**config.mk**
```make
export PLATFORM = sky130hd
export DESIGN_NAME = my_design_core
export DESIGN_NICKNAME = d
export VERILOG_FILES = /design/src/rtl/my_design_core.sv
export SDC_FILE = /design/constraint.sdc
export NUM_CORES = 1
export LEC_CHECK = 0
export BUFFER_PORTS_ARGS = -buffer_cell sky130_fd_sc_hd__clkbuf_2
export CAP_MARGIN = 40
export CORE_AREA = 2 2 39 41
export CTS_CLUSTER_DIAMETER = 120
export DETAILED_ROUTE_END_ITERATION = 8
export DIE_AREA = 0 0 41 43
export SLEW_MARGIN = 20
export SYNTH_ARGS = -nofsm -noshare
export SYNTH_HDL_FRONTEND = slang
export SYNTH_SLANG_ARGS = --single-unit
```
**constraint.sdc**
```tcl
create_clock -name clk -period 2.92 [get_ports clk]
set_input_delay 0.146 -clock clk [delete_from_list [all_inputs] [get_ports clk]]
set_output_delay 0.146 -clock clk [all_outputs]
set_load 0.02 [all_outputs]
```
**src/rtl/my_design_core.sv**
```systemverilog
// Registered ID-select capture stage with popcount and capture strobe.
// Optional sticky popcount range check enabled by macro ID_SEL_CHECK_EN.
module my_design_core #(
   parameter  int WIDTH    = 4,
   parameter  int MIN_ONES = 0,
   parameter  int MAX_ONES = 4,
   localparam int OW       = $clog2(WIDTH + 1)
) (
   input  logic             clk,
   input  logic             reset,
   input  logic             id_ok,
   input  logic [WIDTH-1:0] id_sel,
   output logic [WIDTH-1:0] id_sel_out,
   output logic             id_cap,
   output logic [OW-1:0]    id_ones,
   output logic             id_err
);

   // Reject an empty legal range at elaboration rather than flag every capture.
   if (MIN_ONES > MAX_ONES) begin : g_bad_range
      $error("my_design_core: MIN_ONES must not exceed MAX_ONES");
   end

   logic [OW-1:0] pop;

   // Popcount taken from the incoming select so id_ones lands with id_sel_out.
   always_comb begin
      pop = '0;
      for (int i = 0; i < WIDTH; i++)
         pop = pop + OW'(id_sel[i]);
   end

   always_ff @(posedge clk) begin
      if (reset) begin
         id_sel_out <= '0;
         id_ones    <= '0;
         id_cap     <= 1'b0;
      end else if (id_ok) begin
         id_sel_out <= id_sel;
         id_ones    <= pop;
         id_cap     <= 1'b1;
      end else begin
         id_cap     <= 1'b0;
      end
   end

`ifdef ID_SEL_CHECK_EN
   logic range_bad;

   assign range_bad = (int'(pop) < MIN_ONES) || (int'(pop) > MAX_ONES);

   always_ff @(posedge clk) begin
      if (reset)
         id_err <= 1'b0;
      else if (id_ok && range_bad)
         id_err <= 1'b1;
   end
`else
   assign id_err = 1'b0;
`endif

endmodule

```
# Yosys cells after proc, flatten, opt, wreduce, memory -nomap -nowiden
# Cells that the tools add are included.
dict set report classes {
  n_mux 1
  add_sub_neg 3
}
# cell count
set op_table {}
lappend op_table {{$add A2 B1 Y3} 1}
lappend op_table {{$add A3 B1 Y3} 1}
lappend op_table {{$add A1 B1 Y2} 1}
lappend op_table {{$mux W1} 1}
dict set report totals {
  in_bits 7
  wordCells 7
  out_inout_bits 9
  register_bits 8
}

# Longest topological paths before layout
# Gate-level depths: netlist of run 1.
dict set report logic_depth {
  word_depth 3
  depth_mapped 7
  ltp_nobuf 7
}

# Worst setup path after synthesis of run 1
# No wires, ideal clock.
dict set report synth_timing {
  path_kind {in2reg}
  startpoint {in id_sel[0]}
  endpoint {reg id_ones[1]}
  stages 7
  arrival_time_ps 1322
  required_ps 2796
  setup_ps 124
  setup_slack_ps 1474
  n_path_buf 0
  cell_sequence {inv_1 fa_1 inv_1 ha_1 ha_1 mux2i_1 nor2_1}
}
dict set report synth_via {
  elab_chain_len 3
}
# item line
set synth_rtl {}
lappend synth_rtl {{from (decl)} 12} ;# input logic [WIDTH-1:0] id_sel,
lappend synth_rtl {{$add A1 B1 Y2} 30} ;# pop = pop + OW'(id_sel[i]);
lappend synth_rtl {{$add A2 B1 Y3} 30}
lappend synth_rtl {{$add A3 B1 Y3} 30}
lappend synth_rtl {{net pop[1]} 24} ;# logic [OW-1:0] pop;
lappend synth_rtl {{to (signal assigned)} 40} ;# id_ones <= pop;
lappend synth_rtl {{to (decl)} 15} ;# output logic [OW-1:0] id_ones,
# The timed path passes the listed nets, and every way through them passes these cells.
# A chain may end at the register's enable or synchronous reset.

# Worst setup path after layout of run 1
# Ends and elaborated chain as after synthesis.

==> results of run 1 <==
[power by group]
| group | leakage (nW) | internal [mW] | total, mW | switching [mW] |
|---|---|---|---|---|
| logic | 0.170 | 0.0185 | 0.0459 | 0.0274 |
| clock network | 0.0138 | 0.0472 | 0.0864 | 0.0393 |
| registers | 0.0660 | 0.117 | 0.120 | 0.00338 |
| total | 0.250 | 0.182 | 0.252 | 0.0700 |
[final timing paths]
check           startpoint             to  slack (ps)  cells after the start
max reg2reg  id_sel_out[2]  id_sel_out[2]        2330                      2
min              id_sel[1]  id_sel_out[1]         150                      3
max              id_sel[0]     id_ones[1]        1570                      8
min reg2reg  id_sel_out[1]  id_sel_out[1]         490                      2
[cell usage in the layout (no fill, tap or decap), drive strengths merged]
cell    count
clkbuf     17
conb        1
dfxtp       8
fa          1
ha          2
inv         5
mux2i       7
nor2        7
nor2b       1
[final cells by class]
type / instances / area (sq um) / area share, %
clock buffers: 3 / 22.5 / 5.08
inverters: 5 / 18.8 / 4.24
multi-input cells: 19 / 151 / 34.2
flip-flops and latches: 8 / 160 / 36.2
well taps: 16 / 20.0 / 4.52
repair buffers: 14 / 70.1 / 15.8
[cell families after synthesis]
kind of cell	Yosys count	synth area share [%]
flops	8	45.4
simple gates	8	9.22
buf+inv	8	11.7
fa+ha+maj	3	12.8
mux	7	19.9
other cells	1	1.06
[flip-flops by register name, summed over array words and instances (netlist names)]
signal / cells
id_cap: 1
id_ones: 3
id_sel_out: 4
[metrics by stage]
stage,setup WS [ps],utilization [%],hold WS [ps],area [sq um]
finish,1570,32.0,147,443
global route,1500,32.0,157,443
CTS,1560,32.0,151,443
detailed placement,1300,30.4,412,420
global placement,1320,30.4,406,420
floorplan,1470,-,293,353
[critical path: stages]
cell and delay (ps):
sky130_fd_sc_hd__clkbuf_2 90, sky130_fd_sc_hd__inv_1 50, sky130_fd_sc_hd__fa_1 530, sky130_fd_sc_hd__inv_1 50, sky130_fd_sc_hd__ha_1 180, sky130_fd_sc_hd__ha_1 280, sky130_fd_sc_hd__mux2i_1 130, sky130_fd_sc_hd__nor2_1 50
[routing by layer]
| metal | wire (um) | up-vias | GRT usage (%) |
|---|---|---|---|
| li1 | - | 134 | - |
| met1 | 318 | 105 | 11.5 |
| met2 | 229 | 9 | 9.06 |
| met3 | 52 | 0 | 3.14 |
| met4 | 0 | 0 | 6.00 |
| met5 | 0 | - | 0 |
==> results by stage, run 1 <==
Logic synthesis:
- In this run the biggest area consumer among cell types represents 45.4% of the synthesized area.
- After synthesis, the most frequently instantiated cells are sky130_fd_sc_hd__dfxtp_1, sky130_fd_sc_hd__mux2i_1, sky130_fd_sc_hd__nor2_1, sky130_fd_sc_hd__inv_1, sky130_fd_sc_hd__ha_1.
- The average size of a mapped cell is 10.1 sq um.
- The post-synthesis instance area is 353 sq um.
- The fraction of the yosys area taken by sequential cells is 45.4%.
- The synthesized netlist contains 11 unique library cells.
- For this run, the number of Yosys warnings is 0.
- sky130_fd_sc_hd__dfxtp_1 takes more of the synthesized area than any other cell.
- Counting flops with an async set or reset pin after synthesis yields a share of 0%.
- The main flop type after synthesis is sky130_fd_sc_hd__dfxtp_1.
- The cell with the most instances after synthesis is sky130_fd_sc_hd__dfxtp_1.
- Synthesis produced a netlist with a net count of 45.
- After technology mapping, the gate count stands at 35.
- By area the synthesized netlist is led by sky130_fd_sc_hd__dfxtp_1, sky130_fd_sc_hd__mux2i_1, sky130_fd_sc_hd__nor2_1.
- The number of register bits inferred by synthesis is 8.
- Yosys mapped a number of flops with a built-in enable equal to 0.

Critical path:
- STA classifies the critical path endpoint as a register.
- The data required time of the critical path is 3060 ps.
- The worst setup path is of the in2reg kind.
- The data arrival time at the worst-slack endpoint is 1490 ps.
- The worst setup path is launched from an input port.
- The largest driver fanout on the critical path is 2.

GRT:
- The pin count of the biggest net entering global routing is 9.
- The overflow left after global routing is 0.
- The total track usage is 7.98%.
- The initial antenna violation count is 0.
- The first global-routing pass estimated 924 um of wire.
- The number of global-route vias before repair is 232.

Power:
- For this design the ratio of total power to cell area is 570 nW/um^2.
- The total power consumption of the routed design is 252 uW.
- VDD sags by at most 0.235 mV.
- In this run the static leakage power is 0.250 nW.

Status:
- The flow ran to the end, and the final reports show no timing, DRC or antenna violations.

CTS:
- The clock tree from TritonCTS is done.
- The clock latency on the worst-skew pair is 250 ps.
- The number of sinks handled by clock tree synthesis is 8.
- CTS placed an instance of sky130_fd_sc_hd__clkbuf_4 at the clock tree root.
- The deepest level of the CTS H-tree is 1.
- The number of gates resized after CTS was 0.
- The buffers inserted during post-CTS setup optimization is 0.
- In this run the deepest clock path goes through 2 buffers.
- Hold repair after CTS inserted 0 buffers.
- The number of clock buffers added by TritonCTS is 3.
- After clock tree synthesis, the clock-pin slew on the worst setup and hold paths is 60 ps.

STA:
- Static timing analysis puts the maximum clock frequency at 740 MHz.
- The worst clock skew is 0 ps.
- Setup violations remaining at the end of the flow were counted as 0.
- The number of slew-limit violations in the final report is 0.
- The clock period could shrink to 1350 ps.
- The number of hold-slack violations in the final timing report came to 0.
- Of the available clock period, the critical path in the final layout requires 46.3%.
- Setup repair after global routing left no endpoint under its margin.
- The accumulated negative setup slack is 0 ps.

Finish:
- Of the cells placed in the final design, the portion with a size suffix greater than 1 is 34.7%.
- The post-synthesis to final-layout area growth is 25.5%.
- The number of antenna diodes is 0.
- The number of non-filler instances in the completed layout is 65.
- Counting the fill cells in the layout gives 141.
- The net count of the finished layout is 61.

Placed design:
- The number of port buffers is 14.
- Detailed placement finished with a half-perimeter wire length of 455 um.
- Once placement completed, the tool counted placed cells totaling 62.
- The final weighted congestion of routability-driven global placement is 0.670.

Die:
- From left edge to right edge, the die measures 41 um.
- The total area inside the core boundary comes to 1380 sq um.
- Measured along the y axis, the die boundary spans 43 um.
- The site row count is 14.
- The number of ports placed on the die boundary is 16.
- The effective utilization at floorplan is 25.5%.
- The area enclosed by the die boundary is 1760 sq um.

Detailed routing:
- The first TritonRoute pass finished after 3 iterations.
- The number of vias in the routed layout is 248.
- After the first detailed-routing iteration, the DRC count stood at 5.
- In the routed layout, each cell is associated on average with a via count of 3.82.
- For this block, the routed nets add up to 600 um of wire.
- The post-detailed-route count of antenna-violating nets is 0.
- Dividing the detail-routed wire length by the instance count gives 9.23 um.
- For this run, design rule violations remaining after detail routing come to 0.

Flow run:
- Across the run, the number of max-cap violations was 0.

Worst hold path:
- The path type of the worst min-delay path is in2reg.
(Power assumes the default switching activity.)
==> inputs of run 2 (changes only) <==
--- a/config.mk
+++ b/config.mk
@@ -5,6 +5,7 @@
 export SDC_FILE = /design/constraint.sdc
 export NUM_CORES = 1
 export LEC_CHECK = 0
+export ABC_AREA = 1
 export BUFFER_PORTS_ARGS = -buffer_cell sky130_fd_sc_hd__clkbuf_2
 export CAP_MARGIN = 40
 export CORE_AREA = 2 2 39 41
==> constraint.sdc (replaced) <==
create_clock -name clk -period 1.3 [get_ports clk]
set_input_delay 0.065 -clock clk [delete_from_list [all_inputs] [get_ports clk]]
set_output_delay 0.065 -clock clk [all_outputs]
set_load 0.02 [all_outputs]
==> results by stage, run 2 <==
Status:
- The run finished with clean final reports.

Power:
- The power per cell area is 1210 nW/um^2 (+110%).
- The standby leakage power is 0.291 nW (+16%).
- The peak supply drop was 0.376 mV (+60%).

STA:
- Dividing the final minimum period by the clock period gives 95.9%.
- The highest clock rate is 802 MHz.
- The number of slew-limit violations in the final report is 0 (unchanged).
- The worst hold slack is 111 ps (-36.3 ps).
- The number of hold-slack violations in the final timing report is 0 (unchanged).
- Setup repair after global routing left no endpoint under its margin.
- The clock period minus worst slack is 1250 ps.
- The final number of setup-violating endpoints is 0 (unchanged).
- The worst clock skew is 0 ps (unchanged).

Detailed routing:
- The number of DRC markers in iteration 0 is 1 (-4).
- The average wire per standard cell is 8.16 um (-12%).
- The post-detailed-routing wire length is 702 um (+17%).
- The post-detailed-route count of antenna-violating nets came to 0 (unchanged).
- The number of vias in the routed layout is 321 (+29%).
- The detailed-routing iteration count for the pre-antenna-repair pass is 2 (-1).
- The per-cell via count in the routed design is 3.73 (-2.2%).
- The post-detailed-route DRC marker count is 0 (unchanged).

Placed design:
- The final weighted congestion of routability-driven global placement was 0.648 (-3.3%).
- The detailed-placement wirelength estimate is 505 um (+11%).
- The number of port buffers is 14 (unchanged).
- The post-placement cell area came to 452 sq um (+7.4%).

Finish:
- The number of antenna diodes came to 0 (unchanged).
- The net total in the final layout was 82 (+34%).
- Leaving out fill and tap cells, the most frequent cell in the layout is sky130_fd_sc_hd__nor2_1.
- The area of the multi-input gates is 160 sq um (+5.8%).
- The post-layout utilization of the core is 35.0% (+3.0 points).
- The largest registers in the layout are id_sel_out: 4 flops, id_ones: 3 flops, id_cap: 1 flops.
- The finished layout cell area is 484 sq um (+9.3%).
- The register containing the most flip-flops in the final layout is id_sel_out.
- The number of fill cells in the layout is 157 (+11%).
- In the layout the commonest cells are sky130_fd_sc_hd__nor2_1, sky130_fd_sc_hd__nand2_1, sky130_fd_sc_hd__clkbuf_2.
- The area used by sequential logic in the layout is 160 sq um (unchanged).
- The area growth from synthesis to layout is 28.1%.
- The flip-flop count of the largest register after layout was 4 (unchanged).
- The share of cells above drive strength 1 is 28.6% (-6.1 points).

GRT:
- The met2 track demand over resource in global routing is 13.1% (+4.1 points).
- The total track usage is 9.48% (+1.5 points).
- The initial antenna violation count is 0 (unchanged).
- The met3 routing resource usage after global routing is 3.14% (unchanged).
- The most used routing layer is met2.
- The met1 track demand over resource in global routing is 11.1% (-0.40 points).
- The number of global-route vias before repair came to 265 (+14%).
- The pin count of the biggest net entering global routing is 16 (+7).
- The overflow left after global routing is 0 (unchanged).
- The global-route wire length before repair is 1070 um (+16%).

Die:
- The core area came to 1380 sq um (unchanged).
- The horizontal extent of the die is 41 um (unchanged).
- The die boundary height came to 43 um (unchanged).
- The number of ports placed on the die boundary is 16 (unchanged).
- The site row count is 14 (unchanged).
- The area enclosed by the die boundary is 1760 sq um (unchanged).
- The effective utilization at floorplan is 27.3% (+1.8 points).

Worst hold path:
- The hold-critical path depth is 5 (+2).
- The path class of the tightest hold or removal check is in2reg.

Critical path:
- The data required time of the critical path is 1450 ps (-1610 ps).
- The critical setup path kind is in2reg.
- The critical path startpoint category is an input port.
- The data arrival time at the worst-slack endpoint was 1400 ps (-90 ps).
- The type of destination of the critical path is a register.
- The largest driver fanout on the critical path is 2 (unchanged).
- The length in cells of the worst reg-to-reg path was 2 (unchanged).

Logic synthesis:
- The average size of a mapped cell is 7.00 sq um (-31%).
- Among all flip-flop cells after synthesis, the most frequent one is sky130_fd_sc_hd__dfxtp_1.
- The count of flip-flops with a built-in enable after synthesis is 0 (unchanged).
- The yosys synthesis warning count is 0 (unchanged).
- The count of different cell masters after synthesis is 9 (-2).
- In the post-synthesis netlist, the cell with the most instances is sky130_fd_sc_hd__nor2_1.
- The async set-reset flop share out of synthesis is 0% (unchanged).
- The number of register bits inferred by synthesis is 8 (unchanged).
- The post-synthesis net count is 64 (+42%).
- The proportion of netlist area held by the largest area contributor was 42.4% (-3.0 points).
- The fraction of the yosys area taken by sequential cells is 42.4% (-3.0 points).
- The commonest cells after synthesis are sky130_fd_sc_hd__nor2_1, sky130_fd_sc_hd__nand2_1, sky130_fd_sc_hd__inv_1, sky130_fd_sc_hd__dfxtp_1, sky130_fd_sc_hd__ha_1.
- The number of standard cells after synthesis is 54 (+54%).
- The post-synthesis instance area was 378 sq um (+7.1%).
- After synthesis, the cell types taking the most area are sky130_fd_sc_hd__dfxtp_1, sky130_fd_sc_hd__nor2_1, sky130_fd_sc_hd__nand2_1.
- The biggest area contributor in the post-synthesis netlist is sky130_fd_sc_hd__dfxtp_1.

CTS:
- The clock tree from TritonCTS is done.
- The number of sinks handled by clock tree synthesis is 8 (unchanged).
- The root buffer cell is sky130_fd_sc_hd__clkbuf_4.
- The number of buffers on the longest clock path is 2 (unchanged).
- The clock-pin slew reported for the worst setup and hold paths after clock tree synthesis is 60 ps (about the same).
- The buffers inserted during post-CTS setup optimization is 0 (unchanged).
- The deepest level of the CTS H-tree is 1 (unchanged).
- The clock latency on the worst-skew pair is 250 ps (about the same).
- The number of buffers added by the clock tree synthesis step is 3 (unchanged).

Flow run:
- The max-capacitance violation count was 0 (unchanged).
-- run 2: changes by cell type after synthesis, sizes merged --
| cell | change |
|---|---|
| mux2i | -7 |
| nor2 | +8 |
| inv | +6 |
| clkbuf | -1 |
| nor2b | -1 |
| nand2 | +14 |
-- run 2: cell families after synthesis --
group / after synthesis / share of synthesized area, %
other: 1 / 0.992
adders and majority gates: 3 / 11.9
buffers and inverters: 13 / 15.9
DFF: 8 / 42.4
and+or+nand+nor: 29 / 28.8
-- run 2: worst max-delay path, stage by stage --
cell	delay [ps]
sky130_fd_sc_hd__clkbuf_2	80
sky130_fd_sc_hd__inv_2	40
sky130_fd_sc_hd__fa_1	530
sky130_fd_sc_hd__inv_1	50
sky130_fd_sc_hd__ha_2	160
sky130_fd_sc_hd__ha_1	280
sky130_fd_sc_hd__inv_1	50
sky130_fd_sc_hd__nand2_1	40
sky130_fd_sc_hd__nand2_1	60
sky130_fd_sc_hd__nor2_1	40
-- run 2: cell type report --
cell class	count	share of cell area [%]
clock buffers	3	4.65
inverters	11	8.53
multi-input cells	33	33.1
flip-flops and latches	8	33.1
well taps	16	4.13
repair buffers	15	16.5
-- run 2: report_power, final --
part / switching, mW / leakage (nW) / total [mW] / internal (mW)
clock network: 0.0889 / 0.0138 / 0.195 / 0.106
registers: 0.00829 / 0.0665 / 0.272 / 0.264
logic: 0.0745 / 0.210 / 0.119 / 0.0448
total: 0.172 / 0.291 / 0.586 / 0.414
-- run 2: what timing repair did --
action,4_1_cts,5_1_grt
endpoints found under the hold margin,1,0
setup endpoints to repair,0,1
hold buffers,1,0
resized for setup,0,1
-- run 2: final timing paths --
kind / from / to / slack, ps
worst max-delay path: id_sel[0] / id_ones[1] / 50
worst min register to register: id_sel_out[0] / id_sel_out[0] / 470
worst max register to register: id_sel_out[3] / id_sel_out[3] / 730
worst min-delay path: id_sel[2] / id_sel_out[2] / 110
-- run 2: per-stage QoR --
step,TNS [ps],total power [mW],setup WS (ps),cells
after floorplan,-42.7,0.361,-42.7,54
after global placement,-331,0.393,-194,82
after detailed placement,-362,0.395,-210,82
after CTS,0,0.599,56.0,86
after global routing,0,0.627,2.01,86
final,0,0.586,53.8,86
-- run 2: per-layer routing --
layer | up-vias | wire length (um)
li1 | 184 | -
met1 | 126 | 322
met2 | 11 | 341
met3 | 0 | 38
met4 | 0 | 0
met5 | - | 0
